--- src/rtl/inst_fetch_unit.sv ---
// Instruction fetch stage: owns the PC, fetches over req/ack, holds the word until the core accepts it.
// Fetch to valid in 1 cycle plus memory wait states; a stall freezes the held word and defers the next request.
module inst_fetch_unit #(
  parameter logic [31:0] RESET_PC = 32'h0000_0000
) (
  input  logic        clk,
  input  logic        rst_n,
  output logic        imem_req,
  output logic [31:0] imem_addr,
  input  logic        imem_ack,
  input  logic [31:0] imem_rdata,
  input  logic        stall,
  input  logic        branch_taken,
  input  logic [15:0] branch_off,
  input  logic        jump,
  input  logic [25:0] jump_idx,
  output logic [31:0] inst,
  output logic [31:0] inst_addr,
  output logic [31:0] pc_plus4,
  output logic        inst_valid,
  output logic [15:0] inst_count
);

  typedef enum logic [1:0] {
    IDLE  = 2'd0,
    FETCH = 2'd1,
    HOLD  = 2'd2
  } state_t;

  state_t      state_q;
  logic [31:0] pc_q;
  logic [31:0] pc_d;
  logic [31:0] inst_q;
  logic [31:0] inst_addr_q;
  logic [15:0] count_q;
  logic [15:0] count_d;
  logic [31:0] link_addr;
  logic [31:0] branch_disp;

  assign link_addr   = inst_addr_q + 32'd4;
  assign branch_disp = {{14{branch_off[15]}}, branch_off, 2'b00};
  assign count_d     = count_q + 16'd1;

  // Redirect target relative to the held instruction; jump has priority over branch.
  always_comb begin
    pc_d = link_addr;
    if (jump) begin
      pc_d = {link_addr[31:28], jump_idx, 2'b00};
    end else if (branch_taken) begin
      pc_d = link_addr + branch_disp;
    end
  end

  always_ff @(posedge clk or negedge rst_n) begin
    if (!rst_n) begin
      state_q     <= IDLE;
      pc_q        <= RESET_PC;
      inst_q      <= 32'd0;
      inst_addr_q <= 32'd0;
      count_q     <= 16'd0;
    end else begin
      case (state_q)
        IDLE: state_q <= FETCH;
        FETCH: begin
          if (imem_ack) begin
            inst_q      <= imem_rdata;
            inst_addr_q <= pc_q;
            state_q     <= HOLD;
          end
        end
        HOLD: begin
          if (!stall) begin
            pc_q    <= pc_d;
            count_q <= count_d;
            state_q <= FETCH;
          end
        end
        default: state_q <= IDLE;
      endcase
    end
  end

  assign imem_req   = (state_q == FETCH);
  assign inst_valid = (state_q == HOLD);
  assign imem_addr  = pc_q;
  assign inst       = inst_q;
  assign inst_addr  = inst_addr_q;
  assign pc_plus4   = link_addr;
  assign inst_count = count_q;

endmodule

--- config.mk ---
export PLATFORM = sky130hd
export DESIGN_NAME = inst_fetch_unit
export DESIGN_NICKNAME = d
export VERILOG_FILES = /design/src/rtl/inst_fetch_unit.sv
export SDC_FILE = /design/constraint.sdc
export NUM_CORES = 1
export LEC_CHECK = 0
export CAP_MARGIN = 25
export CORE_AREA = 10 10 128 130
export CTS_CLUSTER_SIZE = 20
export DETAILED_ROUTE_END_ITERATION = 6
export DIE_AREA = 0 0 138 140
export GPL_TIMING_DRIVEN = 0
export PLACE_DENSITY = 0.86
export SYNTH_ARGS = -nofsm -noshare
export SYNTH_HDL_FRONTEND = slang
export SYNTH_SLANG_ARGS = --single-unit
--- constraint.sdc ---
create_clock -name clk -period 9.2 [get_ports clk]
set_clock_uncertainty 0.15 [all_clocks]
set_input_delay 0.92 -clock clk [delete_from_list [all_inputs] [get_ports clk]]
set_output_delay 0.92 -clock clk [all_outputs]
set_load 0.02 [all_outputs]
* Yosys cells after proc, flatten, opt, wreduce, memory -nomap -nowiden *
Index checks and enable logic that the tools add are counted.

storage, ports and cells
  register bits = 114
  bits in latches = 0
  memory bits (writable) = 0
  ROM bits = 0
  bits of input ports = 80
  output and inout port bits = 146
  memories kept = 0

cells by class
  add/sub/neg operators = 3
  multiply operators = 0
  divide/modulo/power cells = 0
  magnitude comparators = 0
  equality and inequality tests = 4
  shift-type cells = 0
  multiplexer cells = 5
  bitwise logic cells = 1
  reductions and logical operators = 4

operators by type and width
  kind                     number
  $mux W32                 2
  $add A32 B3 Y32 const B  1
  $add A32 B32 Y32         1
  $add A16 B1 Y16 const B  1
  $pmux W2 S3              1
  $reduce_and A2 Y1        3
  $mux W2                  2
  $eq A2 B1 Y1 const B     1
  $eq A2 B2 Y1 const B     1
  $logic_not A2 Y1         1
  $ne A2 B1 Y1 const B     1
  $ne A2 B2 Y1 const B     1
  $not A1 Y1               1

* Longest topological paths before layout *
Gate-level depths: netlist (run 1).

  depth after elaboration = 4
  gate-level depth with buffers = 17

* Least setup slack after synthesis (run 1) *
No wires, ideal clock.

  path type = reg-to-reg
  from = register inst_addr_q[9] (netlist: inst_addr[9])
  to = register pc_q[31] (netlist: imem_addr[31])
  library setup time = 0.092 ns
  arrival time = 4.082 ns
  path slack = 4.876 ns
  stages on the path, launching flop included = 18
  path buffers = 2
  cell sequence = dfrtp_1 and4_1 and2_1 clkbuf_1 nand3_1 nor2_1 xor2_1 ha_1 clkbuf_1 nand2_1 o21ai_1 o41a_1 a211o_1 o31a_1 a221o_1 xor2_1 and3_4 o31ai_2

on the way
  cells in the longest elaborated chain, start to end = 4

RTL lines
  item                      line  source
  start: declaration        34    logic [31:0] inst_addr_q;
  start signal: assignment  67    inst_addr_q <= pc_q;
  $add A32 B3 Y32           40    assign link_addr = inst_addr_q + 32'd4;
  net pc_plus4[18]          19    output logic [31:0] pc_plus4,
  $add A32 B32 Y32          50    pc_d = link_addr + branch_disp;
  $mux W32                  49    end else if (branch_taken) begin
  $mux W32                  47    if (jump) begin
  end signal: assignment    73    pc_q <= pc_d;
  end: declaration          31    logic [31:0] pc_q;

The timed path passes the listed nets, and every way through them passes these cells.
A chain may end at the register's enable or synchronous reset.

* Worst setup path after layout (run 1) *
  from = register inst_addr_q[2] (netlist: inst_addr[2])
  to = register pc_q[31] (netlist: imem_addr[31])

on the way
  cells in the longest elaborated chain, start to end = 4

RTL lines
  item                 line
  $add A32 B3 Y32 (*)  40
  $add A32 B32 Y32     50
  $mux W32             49
  $mux W32 (*)         47

Every way passes the cells marked *; elsewhere a longest branch is shown, timed or not.

==> out/results.tsv, run 1 <==
metric	value	unit
status	finished clean	
area growth from synthesis to layout	44.73	%
vias in the first global route	6743	
Routed WL per cell	21.59	um
most frequent cells in the layout	clkdlybuf4s50_1, dfrtp_1, nand2_1	
row cnt	43	
Internal Power	2.023	mW
unrepaired setup endpoints after global routing	no	
max-slew violation count	0	
Sw Pwr	1.483	mW
critical-path cell list	ha_1 -> nand2_1 -> nor2_1 -> nand3_1 -> nor2_1 -> xor2_1 -> ha_1 -> clkbuf_1 -> nand2_1 -> o21ai_1 -> o41a_1 -> a211o_1 -> o31a_1 -> a221o_1 -> xor2_1 -> and3_4 -> o31ai_2	
min-delay worst type	primary input to asynchronous set/reset pin	
Tcrit/Tclk final	0.5259	
leak pwr	4.301	nW
Max Clk Rate	206.7	MHz
element type at the critical path start	flop	
CTS max path bufs	2	
H-tree depth	4	
CP bufs+invs	1	
CP arrival	5.01	ns
GPL Wtd Cong	0.9379	
via count of the routed design	6599	
sequential cell area fraction in the yosys report	0.4155	
Remaining DRCs	0	
Final Worst Setup Slack	4.362	ns
Synth top area share	0.4155	
#FFs+latches synth	114	
grt total ovfl	0	
switch share	0.4231	
Post-Synthesis Cells	695	
fin util	0.7216	
Port Buf Inserts	223	
Rel. slew slack	0.3867	
Top FF cell, synth	dfrtp_1	
largest net degree at the start of global routing	64	
Synth Cell Area	6867	um2
clock power share	0.185	
count of cell types in the netlist	58	
Total Die Area	19320	um2
VDD IR max	0.2132	mV
CTS tree	yes	
antenna-violating nets left	0	
layout cell share with drive strength beyond 1	0.1187	
final hold violation count	0	
Tot GR Track Use	0.2436	
Max Cap Viol	0	
top cells by area, synth	dfrtp_1, mux2_2, ha_1	
crit path kind	flop to flop	
final wirelength	24440	um
Final min period	4.838	ns
Comb power frac	0.560	
slew of the pin with the lowest slew margin	0.9171	ns
core area	13770	um2
TritonCTS buffer count	17	
Post-CTS Hold Buffers	0	
Worst path slowest cell	nor2_1	
Post-CTS Setup Inserts	0	
Critical Path End Type	flop	
Clock Latency Late Sink	0.42	ns
DP Wirelength	18080	um
fraction of registers with async set/reset	1.000	
first-pass GRT wire length	38140	um
syn_nets	813	
initial antenna violation count	1	
Die Height	140	um
Worst-path clk slew	0.06	ns
Synth Warn #	0	
Setup TNS	0	ns
First-pass DRT Iterations	5	
ant diodes	0	
PostCTS Resize Cnt	0	
Initial Utilization	0.4985	
post-synthesis average cell area	9.880	um2
most common cell after layout, fill and taps aside	clkdlybuf4s50_1	
Power Density	352.8	nW/um2
CP required	9.37	ns
Final nets	1057	
DRT iter0 DRCs	573	
clock root buffer	clkbuf_16	
pre-CTS setup slack	4.353	ns
Critical Path Fanout Max	7	
Post-synth EDFFs	0	
Clock Sinks	114	
routed vias/inst	5.830	
Crit path largest cell delay	0.50	ns
final setup fails	0	
cell taking the most area after synthesis	dfrtp_1	
die width	138	um
Worst path top cell family by delay	compound AO/OA/AOI/OAI gates	
I/O pin cnt	226	
Flop pwr share	0.255	
power groups by stage:
stage | Sequential [mW] | Clock (mW) | Combinational, mW
2_1_floorplan | 1.10 | 0 | 0.908
3_3_place_gp | 0.882 | 0 | 1.91
3_5_place_dp | 0.892 | 0 | 1.94
4_1_cts | 0.889 | 0.651 | 1.97
5_1_grt | 0.919 | 0.674 | 2.10
6_report | 0.893 | 0.648 | 1.96
final timing paths:
check                                   start  depth (start not counted)  slack, ns              to
worst max register to register   inst_addr[2]                         17       4.36   imem_addr[31]
max in group asynchronous               rst_n                          2       7.88    imem_addr[7]
worst max-delay path             inst_addr[2]                         17       4.36   imem_addr[31]
worst min register to register  inst_count[8]                          1       0.35   inst_count[8]
min in group clk                inst_count[8]                          1       0.35   inst_count[8]
worst min-delay path                    rst_n                          1       0.30  inst_count[15]
cell type report:
type / instances / area [um2]
Buffer: 32 / 127.6
Clock buffer: 19 / 452.9
Clock inverter: 13 / 127.6
Fill cell: 1023 / 3835
Inverter: 7 / 26.28
Multi-Input combinational cell: 542 / 3860
Sequential cell: 114 / 2853
Tap cell: 180 / 225.2
Timing Repair Buffer: 225 / 2266
metrics by stage:
| stage | total power [mW] | instance area (um2) | cells | hold WS, ns |
|---|---|---|---|---|
| global route | 3.698 | 9938 | 1132 | 0.3376 |
| detailed placement | 2.836 | 9358 | 1100 | 0.3338 |
| global placement | 2.796 | 9324 | 1098 | 0.3112 |
| finish | 3.506 | 9938 | 1132 | 0.3035 |
| floorplan | 2.004 | 6867 | 695 | 0.3431 |
| CTS | 3.506 | 9938 | 1132 | 0.3209 |
worst register-to-register path: stages (launching register included):
cell and delay [ns]:
dfrtp_1 0.45, ha_1 0.26, nand2_1 0.09, nor2_1 0.50, nand3_1 0.18, nor2_1 0.15
xor2_1 0.31, ha_1 0.29, clkbuf_1 0.18, nand2_1 0.11, o21ai_1 0.06, o41a_1 0.36
a211o_1 0.34, o31a_1 0.33, a221o_1 0.33, xor2_1 0.17, and3_4 0.25, o31ai_2 0.23
registers in the layout, summed over array words and instances, names as in the netlist:
register	count
inst_addr	32
imem_addr	32
state_q	2
inst_count	16
inst	32
synthesized netlist by cell type, types with 3 or more instances:
cell and number:
a21oi_1 43, xnor2_1 43, and3_1 12, mux2i_1 10
nor2b_1 5, a21o_1 12, a2bb2oi_1 3, o21ai_0 47
o211ai_1 4, a211o_1 4, o21a_1 5, and4_1 4
and2_1 5, a211oi_1 12, a21boi_0 3, a31o_2 4
nor2_1 40, nand3_1 38, inv_1 6, nand2b_1 9
clkbuf_1 28, ha_1 37, mux2_2 65, nand4_1 8
xor2_1 19, a31oi_1 3, dfrtp_1 114, nand2_1 72
layer usage:
| layer | GRT usage | share of wire | up-vias | wire (um) |
|---|---|---|---|---|
| met2 | 0.4320 | 0.51 | 251 | 12420 |
| met1 | 0.2740 | 0.39 | 3295 | 9560 |
| met3 | 0.07370 | 0.080 | 41 | 1951 |
| met4 | 0.07603 | 0.020 | 2 | 488 |
| met5 | 0 | 0.00053 | - | 13 |
| li1 | - | - | 3010 | - |
logic make-up (layout without fill, tap and decap cells):
logic type	Yosys count	after routing	synth area share
buf+inv	39	296	0.02241
simple gates	206	206	0.1436
flops	114	114	0.4155
compound gates	161	161	0.1480
fa+ha+maj	38	38	0.07033
xor+xnor	62	62	0.07908
mux	75	75	0.1212
(Power assumes the default switching activity.)
==> run 2, diff against run 1 <==
- CORE_AREA: 10 10 128 130 -> 10 10 132 134
- DIE_AREA: 0 0 138 140 -> 0 0 142 144
- PLACE_DENSITY: 0.86 -> 0.81
- clock period: 9.2 -> 4.9 ns (I/O delays scaled with it)
==> out/results.tsv, run 2 (synthesis gave the netlist of run 1 again) <==
metric	value	unit
layout cell share with drive strength beyond 1	0.1186	
most common cell after layout, fill and taps aside	clkdlybuf4s50_1	
Tcrit/Tclk final	0.9505	
initial antenna violation count	1	
Tot GR Track Use	0.2252	
die width	142	um
clock root buffer	clkbuf_16	
largest net degree at the start of global routing	77	
area growth from synthesis to layout	44.61	%
Rel. slew slack	0.3553	
First-pass DRT Iterations	7	
slew of the pin with the lowest slew margin	0.9640	ns
CTS tree	yes	
Power Density	651.0	nW/um2
vias in the first global route	6606	
via count of the routed design	6395	
Worst-path clk slew	0.06	ns
DRT iter0 DRCs	596	
Setup TNS	0	ns
final setup fails	0	
max-slew violation count	0	
wl on met1	9501	um
DP Wirelength	17720	um
antenna-violating nets left	0	
TritonCTS buffer count	17	
worst reg-to-reg setup slack	0.24	ns
placed cell areas	9368	um2
status	finished clean	
unrepaired setup endpoints after global routing	no	
element type at the critical path start	flop	
metal3 WL	1776	um
H-tree depth	4	
Final nets	1058	
Critical Path End Type	flop	
crit path kind	flop to flop	
Port Buf Inserts	223	
final wirelength	23310	um
design area	9930	um2
Routed WL per cell	20.41	um
Max Clk Rate	214.7	MHz
Crit path largest cell delay	0.47	ns
reg2reg path depth	17	
I/O pin cnt	226	
final hold violation count	0	
max layer used	met4	
Die Height	144	um
GPL Wtd Cong	0.9244	
Crit. Startpoint	inst_addr[2]	
Post-CTS Setup Inserts	0	
core area	14860	um2
Final min period	4.658	ns
leak pwr	4.281	nW
VDD IR max	0.3966	mV
first-pass GRT wire length	36490	um
Max Cap Viol	0	
row cnt	45	
Initial Utilization	0.4620	
routed vias/inst	5.600	
met2 WL post-DR	11540	um
min-delay worst type	flop to flop	
most frequent cells in the layout	clkdlybuf4s50_1, dfrtp_1, nand2_1	
total power	6.464	mW
Remaining DRCs	0	
Clock Latency Late Sink	0.43	ns
Critical Path Fanout Max	7	
Clock Sinks	114	
CP arrival	4.84	ns
CTS max path bufs	2	
worst reg2reg path startpoint	inst_addr[2]	
Fillers	1218	
Total Die Area	20450	um2
reg2reg end	imem_addr[31]	
CP required	5.08	ns
Critical Path End	imem_addr[31]	
critical-path cell list	ha_1 -> nand2_1 -> nor2_2 -> nand3_1 -> nor2_1 -> xor2_1 -> ha_1 -> clkbuf_1 -> nand2_1 -> o21ai_1 -> o41a_1 -> a211o_1 -> o31a_1 -> a221o_1 -> xor2_1 -> and3_4 -> o31ai_2	
grt total ovfl	0	
worst hold stages	1	
Worst path slowest cell	dfrtp_1	
[run 2: worst min path at each step]
stage | startpoint | to | slack (ns)
2_1_floorplan | rst_n | imem_addr[0] | 0.04
5_1_grt | inst_count[15] | inst_count[15] | 0.36
3_3_place_gp | inst_count[15] | inst_count[15] | 0.31
6_report | inst_count[15] | inst_count[15] | 0.33
3_5_place_dp | rst_n | inst_addr[30] | 0.27
4_1_cts | inst_count[15] | inst_count[15] | 0.33
[run 2: per-stage QoR]
step           hold slack, ns  instances  setup WS, ns    util
6_report               0.3308       1142        0.2424  0.6680
5_1_grt                0.3582       1142       0.04883  0.6680
4_1_cts                0.3284       1141        0.1297  0.6677
3_5_place_dp           0.2709       1108        0.1728  0.6302
3_3_place_gp           0.3101       1106        -1.380  0.6279
2_1_floorplan         0.04441        695        0.5761       -
[run 2: repair_timing]
item                       CTS  global route
hold endpoints to repair    38             0
setup endpoints to repair    0             2
resized for setup            0             1
hold buffers                 1             0
[run 2: power breakdown]
group / internal [mW] / switching [mW] / leakage [nW]
sequential: 1.32 / 0.334 / 1.43
combinational: 1.75 / 1.91 / 2.60
clock: 0.665 / 0.489 / 0.253
total: 3.73 / 2.73 / 4.28
[run 2: layer usage]
| metal | vias to the layer above | GRT usage |
|---|---|---|
| met4 | 0 | 0.08499 |
| met1 | 3132 | 0.2732 |
| met5 | - | 0 |
| met2 | 240 | 0.3675 |
| li1 | 2991 | - |
| met3 | 32 | 0.06888 |
[run 2: cell type report]
| cell class | instances | area (um2) | share of cell area |
|---|---|---|---|
| Sequential cell | 114 | 2853 | 0.2873 |
| Clock inverter | 13 | 103.9 | 0.01046 |
| Inverter | 7 | 26.28 | 0.002646 |
| Multi-Input combinational cell | 542 | 3862 | 0.3890 |
| Tap cell | 188 | 235.2 | 0.02369 |
| Buffer | 32 | 127.6 | 0.01285 |
| Antenna cell | 1 | 2.502 | 0.0002520 |
| Timing Repair Buffer | 226 | 2276 | 0.2292 |
| Clock buffer | 19 | 442.9 | 0.04461 |
[run 2: worst max-delay path, delay by kind of cell, from the launching register on]
family	cells	cell delay, ns
XOR/XNOR	2	0.49
AND/OR/NAND/NOR	6	1.11
AO/OA/AOI/OAI	6	1.63
flip-flops	1	0.47
adder cells (fa/ha/maj)	2	0.55
buffers and inverters	1	0.17
==> run 3, diff against run 2 <==
- CTS_CLUSTER_SIZE: 20 -> 28
==> results of run 3 <==
No change in the layout: final DEF, timing and power equal those of run 2.
==> RTL change, RTL diff (flow settings as in run 2) <==
Re-encode `state_t` (3 states) as one-hot, 3 bits wide.
--- a/src/rtl/inst_fetch_unit.sv
+++ b/src/rtl/inst_fetch_unit.sv
@@ -22,8 +22,8 @@
 );
 
-  typedef enum logic [1:0] {
-    IDLE  = 2'd0,
-    FETCH = 2'd1,
-    HOLD  = 2'd2
+  typedef enum logic [2:0] {
+    IDLE  = 3'b001,
+    FETCH = 3'b010,
+    HOLD  = 3'b100
   } state_t;
 
Check against the original RTL: same outputs for any inputs over 4 cycles, from zero or initial values and one cycle with rst_n low; so few cycles prove little.
==> RTL change against run 2 <==
  * Total power is 2.0% higher
  * Sequential share of layout area grew 0.26 points
  * Cell area stayed put
  * Wire length up 1.9%
  * Sequential cell count up 1
  * Worst setup slack better by 110 ps
  * Synthesized cell count down 1.6%
  * Clock power grew 12%
  * Global-route usage grew 0.53 points
  * Synthesized area fell by 0.69%
  * Highest routed layer unchanged
==> RTL change: results (changes against run 2) <==
diodes: 0  # -1
finalWirelength_mm: 23.76  # +1.9%
place_hpwl_mm: 17.74  # +0.12%
wl_met2_mm: 11.39  # -1.3%
synth_fa_ha_area_share_pct: 7.083  # +0.049 points
grt_pass1_vias: 6572  # -0.51%
met1_usage_pct: 26.64  # -0.68 points
synth_nets: 802  # -1.4%
yosys-top-cells-area: "dfrtp_1 (42%), mux2_2 (10%), ha_1 (6.8%)"
reg2reg_depth: 15  # -2
tightest_slew_ps: 1073  # +109.4 ps
grt_antenna_before_repair: 0  # -1
dr.pass1.iters: 5  # -2
vdd_ir_drop_max_mv: 0.3810  # -3.9%
arrival_ps: 4670  # -170 ps
drt_iter0_drc: 628  # +5.4%
vias_per_cell: 5.543  # -1.0%
synth_mux_area_share_pct: 11.56  # -0.56 points
rrSetupSlack_ps: 350  # +110 ps
p_clk_mw: 1.29  # +12%
drive_gt1_share_pct: 11.70  # -0.16 points
final_nets: 1046  # -1.1%
p_int_mw: 3.850  # +3.2%
synth_cell_types: 61  # +5.2%
yosysSeqAreaShare_pct: 42.22  # +0.67 points
grt_pass1_wl_mm: 36.70  # +0.59%
gr-usage-met3_pct: 8.429  # +1.5 points
grt_util_met2_pct: 38.50  # +1.7 points
synth_xor_area_share_pct: 8.606  # +0.70 points
place_congestion: 0.8928  # -3.4%
combPwrFrac_pct: 54.6  # -2.0 points
synth_compound_area_share_pct: 14.24  # -0.56 points
outcome: "complete, no violations"
drt-met1-wl_mm: 9.707  # +2.2%
synthTopCellsByCount: "dfrtp_1 (114), nand2_1 (80), mux2_2 (62), nor2_1 (44), xnor2_1 (40)"
RTL change: area by class of cell:
type,count,area (um2),area share (%)
Buffer,27,108.9,1.096
Clock buffer,18,429.2,4.322
Clock inverter,13,175.2,1.764
Inverter,14,52.55,0.5292
Multi-Input combinational cell,528,3779,38.05
Sequential cell,115,2879,28.99
Tap cell,188,235.2,2.369
Timing Repair Buffer,225,2271,22.87
RTL change: metrics by stage:
stage | hold slack [ps] | setup TNS (ps) | setup WS, ps | std cells | cell area [um2]
2_1_floorplan | 44.41 | 0 | 913.6 | 684 | 6819
3_3_place_gp | 310.8 | -157720 | -1394 | 1095 | 9286
3_5_place_dp | 280.7 | 0 | 554.6 | 1096 | 9315
4_1_cts | 324.3 | 0 | 459.2 | 1128 | 9930
5_1_grt | 339.7 | 0 | 109.2 | 1128 | 9930
6_report | 321.8 | 0 | 350.2 | 1128 | 9930
RTL change: kinds of logic (layout without fill, tap and decap cells):
logic type	count (synthesis)	after routing
flops	115	115
buf+inv	41	297
fa+ha+maj	38	38
xor+xnor	67	67
mux	71	71
compound gates	146	146
simple gates	206	206
RTL change: worst max path at each step:
stage / start / endpoint / slack, ps
6_report: inst_addr[4]$_DFFE_PN0P_ / imem_addr[31]$_DFFE_PN0P_ / 350
5_1_grt: inst_addr[3]$_DFFE_PN0P_ / imem_addr[31]$_DFFE_PN0P_ / 110
4_1_cts: inst_addr[4]$_DFFE_PN0P_ / imem_addr[31]$_DFFE_PN0P_ / 460
3_5_place_dp: inst_addr[4]$_DFFE_PN0P_ / imem_addr[31]$_DFFE_PN0P_ / 550
3_3_place_gp: rst_n / inst_addr[29]$_DFFE_PN0P_ / -1390
2_1_floorplan: inst_addr[4]$_DFFE_PN0P_ / imem_addr[31]$_DFFE_PN0P_ / 910
